===== src/rtl/chop_pkg.sv =====
// Shared widths, saturation helpers and phase-monitor states for the chop demodulator.
package chop_pkg;

  localparam int DATA_W_DEF = 18;
  localparam int ACC_W_DEF  = 32;

  // Wide enough to hold any difference or negation of two 32-bit signed samples.
  localparam int WIDE_W = 34;
  typedef logic signed [WIDE_W-1:0] wide_t;

  typedef enum logic {
    IDLE   = 1'b0,
    LOCKED = 1'b1
  } phase_state_e;

  function automatic wide_t sat_clip(input wide_t v, input int w);
    wide_t hi;
    wide_t lo;
    hi = (wide_t'(1) <<< (w - 1)) - wide_t'(1);
    lo = -(wide_t'(1) <<< (w - 1));
    if (v > hi) return hi;
    if (v < lo) return lo;
    return v;
  endfunction

  function automatic wide_t sat_sub(input wide_t a, input wide_t b, input int w);
    return sat_clip(a - b, w);
  endfunction

  function automatic wide_t sat_neg(input wide_t a, input int w);
    return sat_clip(-a, w);
  endfunction

endpackage


===== src/rtl/chop_demod_if.sv =====
// Sample stream, configuration and result bundle between the chopper chain and the demodulator.
interface chop_demod_if #(
  parameter int DATA_W = chop_pkg::DATA_W_DEF,
  parameter int ACC_W  = chop_pkg::ACC_W_DEF
);
  logic                     demod_en;
  logic                     chop_default;
  logic                     chop_in;
  logic                     hold_in;
  logic [31:0]              change_count;
  logic [31:0]              max_count;
  logic signed [DATA_W-1:0] offset;
  logic                     adc_valid;
  logic signed [DATA_W-1:0] adc_data;
  logic                     int_clr;
  logic                     demod_valid;
  logic signed [DATA_W-1:0] demod_data;
  logic                     demod_held;
  logic signed [ACC_W-1:0]  int_data;
  logic                     phase_err;

  modport master (
    output demod_en, chop_default, chop_in, hold_in, change_count, max_count,
           offset, adc_valid, adc_data, int_clr,
    input  demod_valid, demod_data, demod_held, int_data, phase_err
  );

  modport slave (
    input  demod_en, chop_default, chop_in, hold_in, change_count, max_count,
           offset, adc_valid, adc_data, int_clr,
    output demod_valid, demod_data, demod_held, int_data, phase_err
  );
endinterface


===== src/rtl/chop_phase_mon.sv =====
// Measures chop phase lengths between edges and flags any phase that differs from the programmed length.
module chop_phase_mon
  import chop_pkg::*;
(
  input  logic        clk,
  input  logic        rst,
  input  logic        clr,
  input  logic        sample_valid,
  input  logic        chop,
  input  logic        chop_default,
  input  logic [31:0] change_count,
  input  logic [31:0] max_count,
  output logic        phase_err
);

  phase_state_e state_q, state_d;
  logic         prev_ok_q, prev_ok_d;
  logic         prev_chop_q, prev_chop_d;
  logic [31:0]  count_q, count_d;
  logic         err_q, err_d;
  logic         chop_edge;
  logic         away;
  logic [31:0]  expected;
  logic         len_ok;

  always_comb begin
    state_d     = state_q;
    prev_ok_d   = prev_ok_q;
    prev_chop_d = prev_chop_q;
    count_d     = count_q;
    err_d       = err_q;
    chop_edge   = prev_ok_q && (chop != prev_chop_q);
    away        = (chop != chop_default);
    expected    = away ? change_count : (max_count - change_count);
    // A return-to-default length is meaningless when max_count does not exceed change_count.
    len_ok      = (count_q == expected) && (away || (max_count > change_count));

    if (clr) begin
      state_d     = IDLE;
      prev_ok_d   = 1'b0;
      prev_chop_d = 1'b0;
      count_d     = '0;
      err_d       = 1'b0;
    end else if (sample_valid) begin
      prev_ok_d   = 1'b1;
      prev_chop_d = chop;
      case (state_q)
        IDLE: begin
          count_d = '0;
          if (chop_edge) begin
            state_d = LOCKED;
            count_d = 32'd1;
          end
        end
        LOCKED: begin
          if (chop_edge) begin
            if (!len_ok) err_d = 1'b1;
            count_d = 32'd1;
          end else if (count_q != '1) begin
            count_d = count_q + 32'd1;
          end
        end
        default: state_d = IDLE;
      endcase
    end
  end

  always_ff @(posedge clk or posedge rst) begin
    if (rst) begin
      state_q     <= IDLE;
      prev_ok_q   <= 1'b0;
      prev_chop_q <= 1'b0;
      count_q     <= '0;
      err_q       <= 1'b0;
    end else begin
      state_q     <= state_d;
      prev_ok_q   <= prev_ok_d;
      prev_chop_q <= prev_chop_d;
      count_q     <= count_d;
      err_q       <= err_d;
    end
  end

  assign phase_err = err_q;

endmodule


===== src/rtl/chop_demod.sv =====
// Offset removal, chop-phase sign demodulation, hold substitution and integration of ADC samples.
module chop_demod
  import chop_pkg::*;
#(
  parameter int DATA_W = DATA_W_DEF,
  parameter int ACC_W  = ACC_W_DEF
) (
  input logic         clk,
  input logic         rst,
  chop_demod_if.slave bus
);

  logic                     en;
  logic                     in_fire;
  logic                     v1_q, v1_d;
  logic signed [DATA_W-1:0] d1_q, d1_d;
  logic                     chop1_q, chop1_d;
  logic                     hold1_q, hold1_d;
  logic                     dv_q, dv_d;
  logic signed [DATA_W-1:0] dd_q, dd_d;
  logic                     dh_q, dh_d;
  logic signed [DATA_W-1:0] lg_q, lg_d;
  logic signed [ACC_W-1:0]  acc_q, acc_d;
  logic signed [DATA_W-1:0] neg1;
  logic signed [DATA_W-1:0] d2;

  assign en      = bus.demod_en;
  assign in_fire = bus.adc_valid & en;

  always_comb begin
    v1_d    = 1'b0;
    d1_d    = d1_q;
    chop1_d = chop1_q;
    hold1_d = hold1_q;
    dv_d    = 1'b0;
    dd_d    = dd_q;
    dh_d    = 1'b0;
    lg_d    = lg_q;
    acc_d   = acc_q;
    neg1    = DATA_W'(sat_neg(wide_t'(d1_q), DATA_W));
    d2      = (chop1_q == bus.chop_default) ? d1_q : neg1;

    if (!en) begin
      d1_d    = '0;
      chop1_d = 1'b0;
      hold1_d = 1'b0;
      dd_d    = '0;
      lg_d    = '0;
      acc_d   = '0;
    end else begin
      if (in_fire) begin
        v1_d    = 1'b1;
        d1_d    = DATA_W'(sat_sub(wide_t'(bus.adc_data), wide_t'(bus.offset), DATA_W));
        chop1_d = bus.chop_in;
        hold1_d = bus.hold_in;
      end
      if (v1_q) begin
        dv_d = 1'b1;
        dh_d = hold1_q;
        if (hold1_q) begin
          dd_d = lg_q;
        end else begin
          dd_d = d2;
          lg_d = d2;
        end
      end
      // Clear wins over a coinciding sample, which is then lost.
      if (bus.int_clr) acc_d = '0;
      else if (dv_q && !dh_q) acc_d = acc_q + ACC_W'(dd_q);
    end
  end

  always_ff @(posedge clk or posedge rst) begin
    if (rst) begin
      v1_q    <= 1'b0;
      d1_q    <= '0;
      chop1_q <= 1'b0;
      hold1_q <= 1'b0;
      dv_q    <= 1'b0;
      dd_q    <= '0;
      dh_q    <= 1'b0;
      lg_q    <= '0;
      acc_q   <= '0;
    end else begin
      v1_q    <= v1_d;
      d1_q    <= d1_d;
      chop1_q <= chop1_d;
      hold1_q <= hold1_d;
      dv_q    <= dv_d;
      dd_q    <= dd_d;
      dh_q    <= dh_d;
      lg_q    <= lg_d;
      acc_q   <= acc_d;
    end
  end

  chop_phase_mon u_phase_mon (
    .clk          (clk),
    .rst          (rst),
    .clr          (!en),
    .sample_valid (in_fire),
    .chop         (bus.chop_in),
    .chop_default (bus.chop_default),
    .change_count (bus.change_count),
    .max_count    (bus.max_count),
    .phase_err    (bus.phase_err)
  );

  assign bus.demod_valid = dv_q;
  assign bus.demod_data  = en ? dd_q : '0;
  assign bus.demod_held  = dh_q;
  assign bus.int_data    = en ? acc_q : '0;

endmodule


===== src/flat_wrapper.sv =====
// flat-port wrapper written by rule: the top's interface ports become plain ports
module chop_demod_flat import chop_pkg::*;
#(
  parameter int DATA_W = DATA_W_DEF,
  parameter int ACC_W  = ACC_W_DEF
)
  (clk, rst, bus_demod_en, bus_chop_default, bus_chop_in, bus_hold_in, bus_change_count, bus_max_count, bus_offset, bus_adc_valid, bus_adc_data, bus_int_clr, bus_demod_valid, bus_demod_data, bus_demod_held, bus_int_data, bus_phase_err);
  chop_demod_if #(.DATA_W(DATA_W), .ACC_W(ACC_W)) bus_i ();
  input logic clk;
  input logic rst;
  input wire logic [$bits(bus_i.demod_en)-1:0] bus_demod_en;
  input wire logic [$bits(bus_i.chop_default)-1:0] bus_chop_default;
  input wire logic [$bits(bus_i.chop_in)-1:0] bus_chop_in;
  input wire logic [$bits(bus_i.hold_in)-1:0] bus_hold_in;
  input wire logic [$bits(bus_i.change_count)-1:0] bus_change_count;
  input wire logic [$bits(bus_i.max_count)-1:0] bus_max_count;
  input wire logic [$bits(bus_i.offset)-1:0] bus_offset;
  input wire logic [$bits(bus_i.adc_valid)-1:0] bus_adc_valid;
  input wire logic [$bits(bus_i.adc_data)-1:0] bus_adc_data;
  input wire logic [$bits(bus_i.int_clr)-1:0] bus_int_clr;
  output wire logic [$bits(bus_i.demod_valid)-1:0] bus_demod_valid;
  output wire logic [$bits(bus_i.demod_data)-1:0] bus_demod_data;
  output wire logic [$bits(bus_i.demod_held)-1:0] bus_demod_held;
  output wire logic [$bits(bus_i.int_data)-1:0] bus_int_data;
  output wire logic [$bits(bus_i.phase_err)-1:0] bus_phase_err;
  assign bus_i.demod_en = bus_demod_en;
  assign bus_i.chop_default = bus_chop_default;
  assign bus_i.chop_in = bus_chop_in;
  assign bus_i.hold_in = bus_hold_in;
  assign bus_i.change_count = bus_change_count;
  assign bus_i.max_count = bus_max_count;
  assign bus_i.offset = bus_offset;
  assign bus_i.adc_valid = bus_adc_valid;
  assign bus_i.adc_data = bus_adc_data;
  assign bus_i.int_clr = bus_int_clr;
  assign bus_demod_valid = bus_i.demod_valid;
  assign bus_demod_data = bus_i.demod_data;
  assign bus_demod_held = bus_i.demod_held;
  assign bus_int_data = bus_i.int_data;
  assign bus_phase_err = bus_i.phase_err;
  chop_demod #(.DATA_W(DATA_W), .ACC_W(ACC_W)) u_core (.clk(clk), .rst(rst), .bus(bus_i));
endmodule

===== config.mk =====
export PLATFORM = sky130hd
export DESIGN_NAME = chop_demod_flat
export DESIGN_NICKNAME = d
export VERILOG_FILES = /design/src/rtl/chop_pkg.sv /design/src/rtl/chop_demod_if.sv /design/src/rtl/chop_phase_mon.sv /design/src/rtl/chop_demod.sv /design/src/flat_wrapper.sv
export SDC_FILE = /design/constraint.sdc
export NUM_CORES = 1
export LEC_CHECK = 0
export BUFFER_PORTS_ARGS = -buffer_cell sky130_fd_sc_hd__buf_2
export CAP_MARGIN = 25
export CORE_ASPECT_RATIO = 1.75
export CORE_MARGIN = 4
export CORE_UTILIZATION = 55
export CTS_BUF_LIST = sky130_fd_sc_hd__clkbuf_4 sky130_fd_sc_hd__clkbuf_8
export DETAILED_ROUTE_END_ITERATION = 12
export PLACE_DENSITY = 0.76
export SLEW_MARGIN = 25
export SYNTH_ARGS = -nofsm -noshare
export SYNTH_HDL_FRONTEND = slang
export SYNTH_SLANG_ARGS = --single-unit

===== constraint.sdc =====
create_clock -name clk -period 6.22 [get_ports clk]
set_clock_uncertainty 0.2 [all_clocks]
set_input_delay 1.244 -clock clk [delete_from_list [all_inputs] [get_ports clk]]
set_output_delay 1.244 -clock clk [all_outputs]
set_load 0.02 [all_outputs]

==> Word-level counts from Yosys, hierarchy flattened <==
Cells that the tools add are included.
{ "totals": {"ff_bits": 108, "input_bits": 108, "out_inout_bits": 53, "word_cells": 102} }
{ "op_classes": {"addsub": 5, "magnitude_cmp": 5, "eq_ne": 13, "n_mux": 57, "n_bitwise": 2, "reduce_logical": 8} }
{ "op_table": {"columns": ["op", "n"], "rows": [
  ["two-way mux 32 bit", 9],
  ["two-way mux 18 bit", 15],
  ["one-hot mux 32 bit (2 select lines)", 1],
  ["greater-than comparator 34 x 18 -> 1 bit (second input constant)", 1],
  ["less-than comparator 34 x 18 -> 1 bit (second input constant)", 1],
  ["negator 18 -> 34 bit", 1],
  ["adder 32 x 1 -> 32 bit (second input constant)", 1],
  ["adder 32 x 18 -> 32 bit", 1],
  ["equality test 32 bit", 1],
  ["greater-than comparator 32 bit", 1],
  ["two-way mux 1 bit", 32],
  ["inequality test 32 bit (second input constant)", 1],
  ["subtractor 32 bit", 1],
  ["greater-than comparator 19 x 18 -> 1 bit (second input constant)", 1],
  ["less-than comparator 19 x 18 -> 1 bit (second input constant)", 1],
  ["subtractor 18 x 18 -> 19 bit", 1],
  ["inequality test 2 x 1 -> 1 bit (second input constant)", 4],
  ["inequality test 4 x 2 -> 1 bit (second input constant)", 1],
  ["AND reduction 2 bit", 2],
  ["AND reduction 4 bit", 1],
  ["logical AND 1 bit", 3],
  ["inequality test 3 x 1 -> 1 bit (second input constant)", 1],
  ["inequality test 3 bit (second input constant)", 1],
  ["inequality test 1 bit", 2],
  ["other kinds (6)", 6]
]} }

==> Logic depth before layout (Yosys ltp) <==
{ "depth": {"ltp_word": 12, "mapped_depth": 14, "ltp_nobuf": 13} }

==> Modules after synthesis <==
A second synthesis with hierarchy kept.
{ "unflattened": {"cells_unflattened": 1427, "hier_area_um2": 11222.0} }
{ "modules_own_cells": {"columns": ["mod", "n_inst", "cells_each", "area_each_um2", "seq_area_each_um2"], "rows": [
  ["chop_demod", 1, 742, 6020.8, 1826.8],
  ["chop_phase_mon", 1, 685, 5201.2, 900.9]
]} }

==> Least setup slack after synthesis <==
OpenSTA, ideal clock, no wires.
{ "synth_path": {"path_type": "in2reg", "startpoint": "input bus_max_count[0]", "endpoint": "register u_core.u_phase_mon.err_q, in the netlist u_core.u_phase_mon.phase_err", "setup_ps": 128, "arrival_time_ps": 3910, "required_time_ps": 5892, "path_slack_ps": 1982, "stages": 13, "n_path_buf": 0, "cell_sequence": "inv_1 > ha_1 > fa_1 > nor2b_1 > o31a_1 > o21ai_1 > a211oi_2 > nor4b_1 > or4_1 > o31a_1 > nor4_1 > and4b_1 > a31oi_1"} }
{ "synth_between": {"elab_chain_len": 6, "word_cells_on_any_way": 8, "cone_classes": "add/sub (1); order compare (1); eq/ne (2); mux (1); reduce/logical (3)"} }
{ "synth_rtl": {"columns": ["item", "line", "source"], "rows": [
  ["start: declaration", "flat_wrapper.sv:16", "input wire logic [$bits(bus_i.max_count)-1:0] bus_max_count;"],
  ["subtractor 32 bit", "chop_phase_mon.sv:34", "expected = away ? change_count : (max_count - change_count);"],
  ["two-way mux 32 bit", "chop_phase_mon.sv:34", null],
  ["equality test 32 bit", "chop_phase_mon.sv:36", "len_ok = (count_q == expected) && (away || (max_count > change_count));"],
  ["logical AND 1 bit *", "chop_phase_mon.sv:36", null],
  ["inequality test 2 bit (no source line) *", null, null],
  ["AND reduction 4 bit (no source line) *", null, null],
  ["end signal: assignment", "chop_phase_mon.sv:80", "err_q <= err_d;"],
  ["end: declaration", "chop_phase_mon.sv:20", "logic err_q, err_d;"]
]} }
Mark *: on every way between the ends. The rest lies on a longest branch, timed or not.
A chain may end at the register's enable or synchronous reset.

==> Final worst setup path <==
{ "layout_path": {"startpoint": "input bus_change_count[18]", "endpoint": "register u_core.u_phase_mon.err_q, in the netlist u_core.u_phase_mon.phase_err"} }
{ "layout_between": {"elab_chain_len": 6, "word_cells_on_any_way": 8, "cone_classes": "add/sub (1); order compare (1); eq/ne (2); mux (1); reduce/logical (3)"} }
{ "layout_rtl": {"columns": ["item", "line", "source"], "rows": [
  ["start: declaration", "flat_wrapper.sv:15", "input wire logic [$bits(bus_i.change_count)-1:0] bus_change_count;"],
  ["subtractor 32 bit", "chop_phase_mon.sv:34", null],
  ["two-way mux 32 bit", "chop_phase_mon.sv:34", null],
  ["equality test 32 bit", "chop_phase_mon.sv:36", null],
  ["logical AND 1 bit *", "chop_phase_mon.sv:36", null],
  ["inequality test 2 bit (no source line) *", null, null],
  ["AND reduction 4 bit (no source line) *", null, null]
]} }
Marks and branches as above.

==> results.tsv <==
metric	value	unit
outcome	completed	
cts bufs inserted	9	
vias in the first global route	11350	
die height	196.4	um
GRT overflow	0	
Iter 0 DRT Violations	861	
Top delay family on crit path	simple AND/OR/NAND/NOR gates	
largest family of logic cells by synthesized area	simple AND/OR/NAND/NOR gates	
hold slack	0.3417	ns
Synth Flop Type	dfrtp_1	
antenna violations before repair	0	
Synth area leaders	dfrtp_1 (24%), ha_1 (9.3%), a21oi_1 (5.1%), nand2_1 (5.0%), xor2_1 (4.9%)	
Critical Path AT	4.83	ns
CTS H-Tree Depth	3	
flops & latches, synth	108	
total power	1918	uW
ys async rst share	100.0	%
Lkg Pwr	0.005875	uW
maximum vdd drop	0.0001342	V
crit-path max FO	14	
Final GP Congestion	1.105	
largest net degree at the start of global routing	67	
Setup Buffers After CTS	0	
Post-synth EDFFs	0	
# hold bufs at CTS	0	
core footprint	0.01982	sq mm
fin. max-slew vios	0	
max_slew headroom	30.50	%
Synth top area share	24.22	%
Clock Latency Late Sink	0.40	ns
Longest Clk Path Bufs	2	
Seq/Total Area, Yosys	24.22	%
Root Buffer	clkbuf_8	
Gate power share	38.4	%
synthesized area per cell	7.638	sq um
Post-DRT Antenna Nets	0	
First-pass DRT Iterations	5	
f_max	210.9	MHz
Internal	1162	uW
Yosys cell types	88	
WL/cell	20.39	um
chip width	115.7	um
Setup crit start kind	input port	
post-synthesis xor/xnor area fraction	9.575	%
DRC errors left	0	
Final #Nets	1768	
multiplexer share of the synthesized area	1.278	%
Tightest Pin Transition	1.033	ns
Adder-Cell Fraction of Synth Area	10.56	%
routed length on met2	19690	um
Cells after DPL	1808	
WP buf/inv	2	
power density over the cells	156.3	mW/mm^2
Critical Path RT	6.31	ns
first-pass GRT wire length	58030	um
Tmin final	4.741	ns
power share of the clock group	21.8	%
final worst path period share	76.23	%
routed wl met3	1773	um
Flop pwr share	39.8	%
Area Growth Syn to Fin	9.968	%
synthesis warning total	0	
met1 WL	12880	um
Filler cells	1906	
RR Startpoint	u_core.acc_q[0]$_DFFE_PP0P_	
total negative setup slack	0	ns
Sw Ratio	39.43	%
Min-Delay Path Class	reg2reg	
routed vias/inst	6.265	
maxcap violations	0	
Synth Instances	1461	
clock slew at reported path FFs	0.12	ns
Yosys top cell by area	dfrtp_1	
CP peak stage delay	0.53	ns
num rows	68	
RSZ-0062 raised after global routing	false	
post-synthesis simple-gate area fraction	24.66	%
via count	11430	
Net Count, Synth	1655	
cell area after synthesis	0.01116	sq mm
top-count cell post-synth	nand2_1	
crit path capture type	flop	
Tot GR Track Use	32.50	%
sw power	756.4	uW
I/O pin count	161	
CTS tree	yes	
Worst setup startpoint	bus_change_count[18]	
cell at the slowest stage of the critical path	ha_1	
Synth Area in Compound Gates	24.07	%
Worst Hold Launch	u_core.u_phase_mon.prev_ok_q$_DFFE_PP0N_	
# setup viols final	0	
initial core utilization	56.29	%
Detailed Place HPWL	30160	um
IO Port Bufs	160	
Non-Filler Instances	1825	
Post-CTS Resized	0	
Core Util, Final	61.90	%
Commonest cells post-synth	nand2_1 (148), nor2_1 (125), a21oi_1 (113), dfrtp_1 (108), inv_1 (93)	
final WL	37210	um
layout cell share with drive strength beyond 1	14.50	%
Final Hold Viols	0	
die area	0.02272	sq mm
DR top layer	met4	
crit path kind	in2reg	
clk sinks	108	
crit-path cells	buf_2 -> inv_1 -> ha_1 -> nand2_1 -> nor2_1 -> nand4_1 -> a211oi_2 -> nor4b_1 -> or4_1 -> o31a_1 -> nor4_1 -> and4b_1 -> a31oi_1	
## cell usage in the layout (no fill, tap or decap), types with 25 or more instances in the layout
cell	count
xor2_1	61
a21oi_1	113
o21a_1	25
nand4_1	31
nor2_1	125
nand3_1	37
nor3_1	29
inv_1	92
buf_2	159
o21ai_0	71
ha_1	83
and2_1	42
nand2_1	148
xnor2_1	60
dfrtp_1	108
## cell type report
class | count | area, sq um | area share [%]
Clock buffer | 9 | 123.9 | 1.009
Clock inverter | 7 | 57.56 | 0.4690
Timing Repair Buffer | 171 | 885.9 | 7.219
Antenna cell | 1 | 2.502 | 0.02039
Inverter | 94 | 355.3 | 2.896
Multi-Input combinational cell | 1190 | 7838 | 63.87
Tap cell | 245 | 306.5 | 2.498
Sequential cell | 108 | 2703 | 22.02
## worst register-to-register path, stage by stage (launching register included)
cell and delay [ns]:
dfrtp_1 0.38, ha_1 0.22, fa_1 0.27, a211o_1 0.18, a21oi_1 0.12, o311ai_2 0.56, nand3_1 0.25, a31oi_1 0.36
a211oi_1 0.20, o31ai_1 0.40, o21ai_0 0.19, xor2_1 0.17, a211oi_1 0.25
## per-stage QoR
stage	instance area (sq um)	setup WS, ns
final	12270	1.479
after global routing	12270	1.287
after CTS	12270	1.620
after detailed placement	12090	1.190
after global placement	12090	1.182
after floorplan	11160	1.930
## layer usage
metal,global-route usage [%],vias to the layer above
met5,0,-
met4,21.94,0
met3,3.318,145
met2,60.01,436
met1,33.70,5394
li1,-,5459
## worst paths after layout
check                                                      endpoint  slack, ns  cells after the start
setup / recovery           u_core.u_phase_mon.phase_err$_DFFE_PP0P_       1.48                     13
hold reg to reg            u_core.u_phase_mon.prev_ok_q$_DFFE_PP0N_       0.34                      2
min in group asynchronous              u_core.acc_q[19]$_DFFE_PP0P_       0.77                      2
setup reg to reg                       u_core.acc_q[28]$_DFFE_PP0P_       2.38                     12
max in group asynchronous                u_core.dd_q[5]$_DFFE_PP0P_       3.88                      3
hold / removal             u_core.u_phase_mon.prev_ok_q$_DFFE_PP0N_       0.34                      2
## logic make-up (layout without fill, tap and decap cells)
group	after synthesis	in the layout
fa+ha+maj	94	94
simple gates	544	544
compound gates	416	416
xor+xnor	122	122
other cells	0	1
buf+inv	163	281
mux	14	14
flops	108	108
## power groups by stage
stage	clock, uW	combinational, uW	sequential [uW]
2_1_floorplan	0	513	765
3_3_place_gp	0	716	775
3_5_place_dp	0	723	776
4_1_cts	426	727	762
5_1_grt	451	808	768
6_report	418	737	763
## registers in the layout, indices dropped and copies added (netlist names)
name	flops
u_core.acc_q	32
u_core.u_phase_mon.count_q	32
u_core.hold1_q	1
u_core.bus.demod_valid	1
u_core.chop1_q	1
u_core.bus.demod_held	1
u_core.u_phase_mon.state_q	1
u_core.dd_q	18
u_core.d1_q	18
u_core.u_phase_mon.phase_err	1
u_core.u_phase_mon.prev_ok_q	1
u_core.v1_q	1
Power figures use the tool's default switching activity.
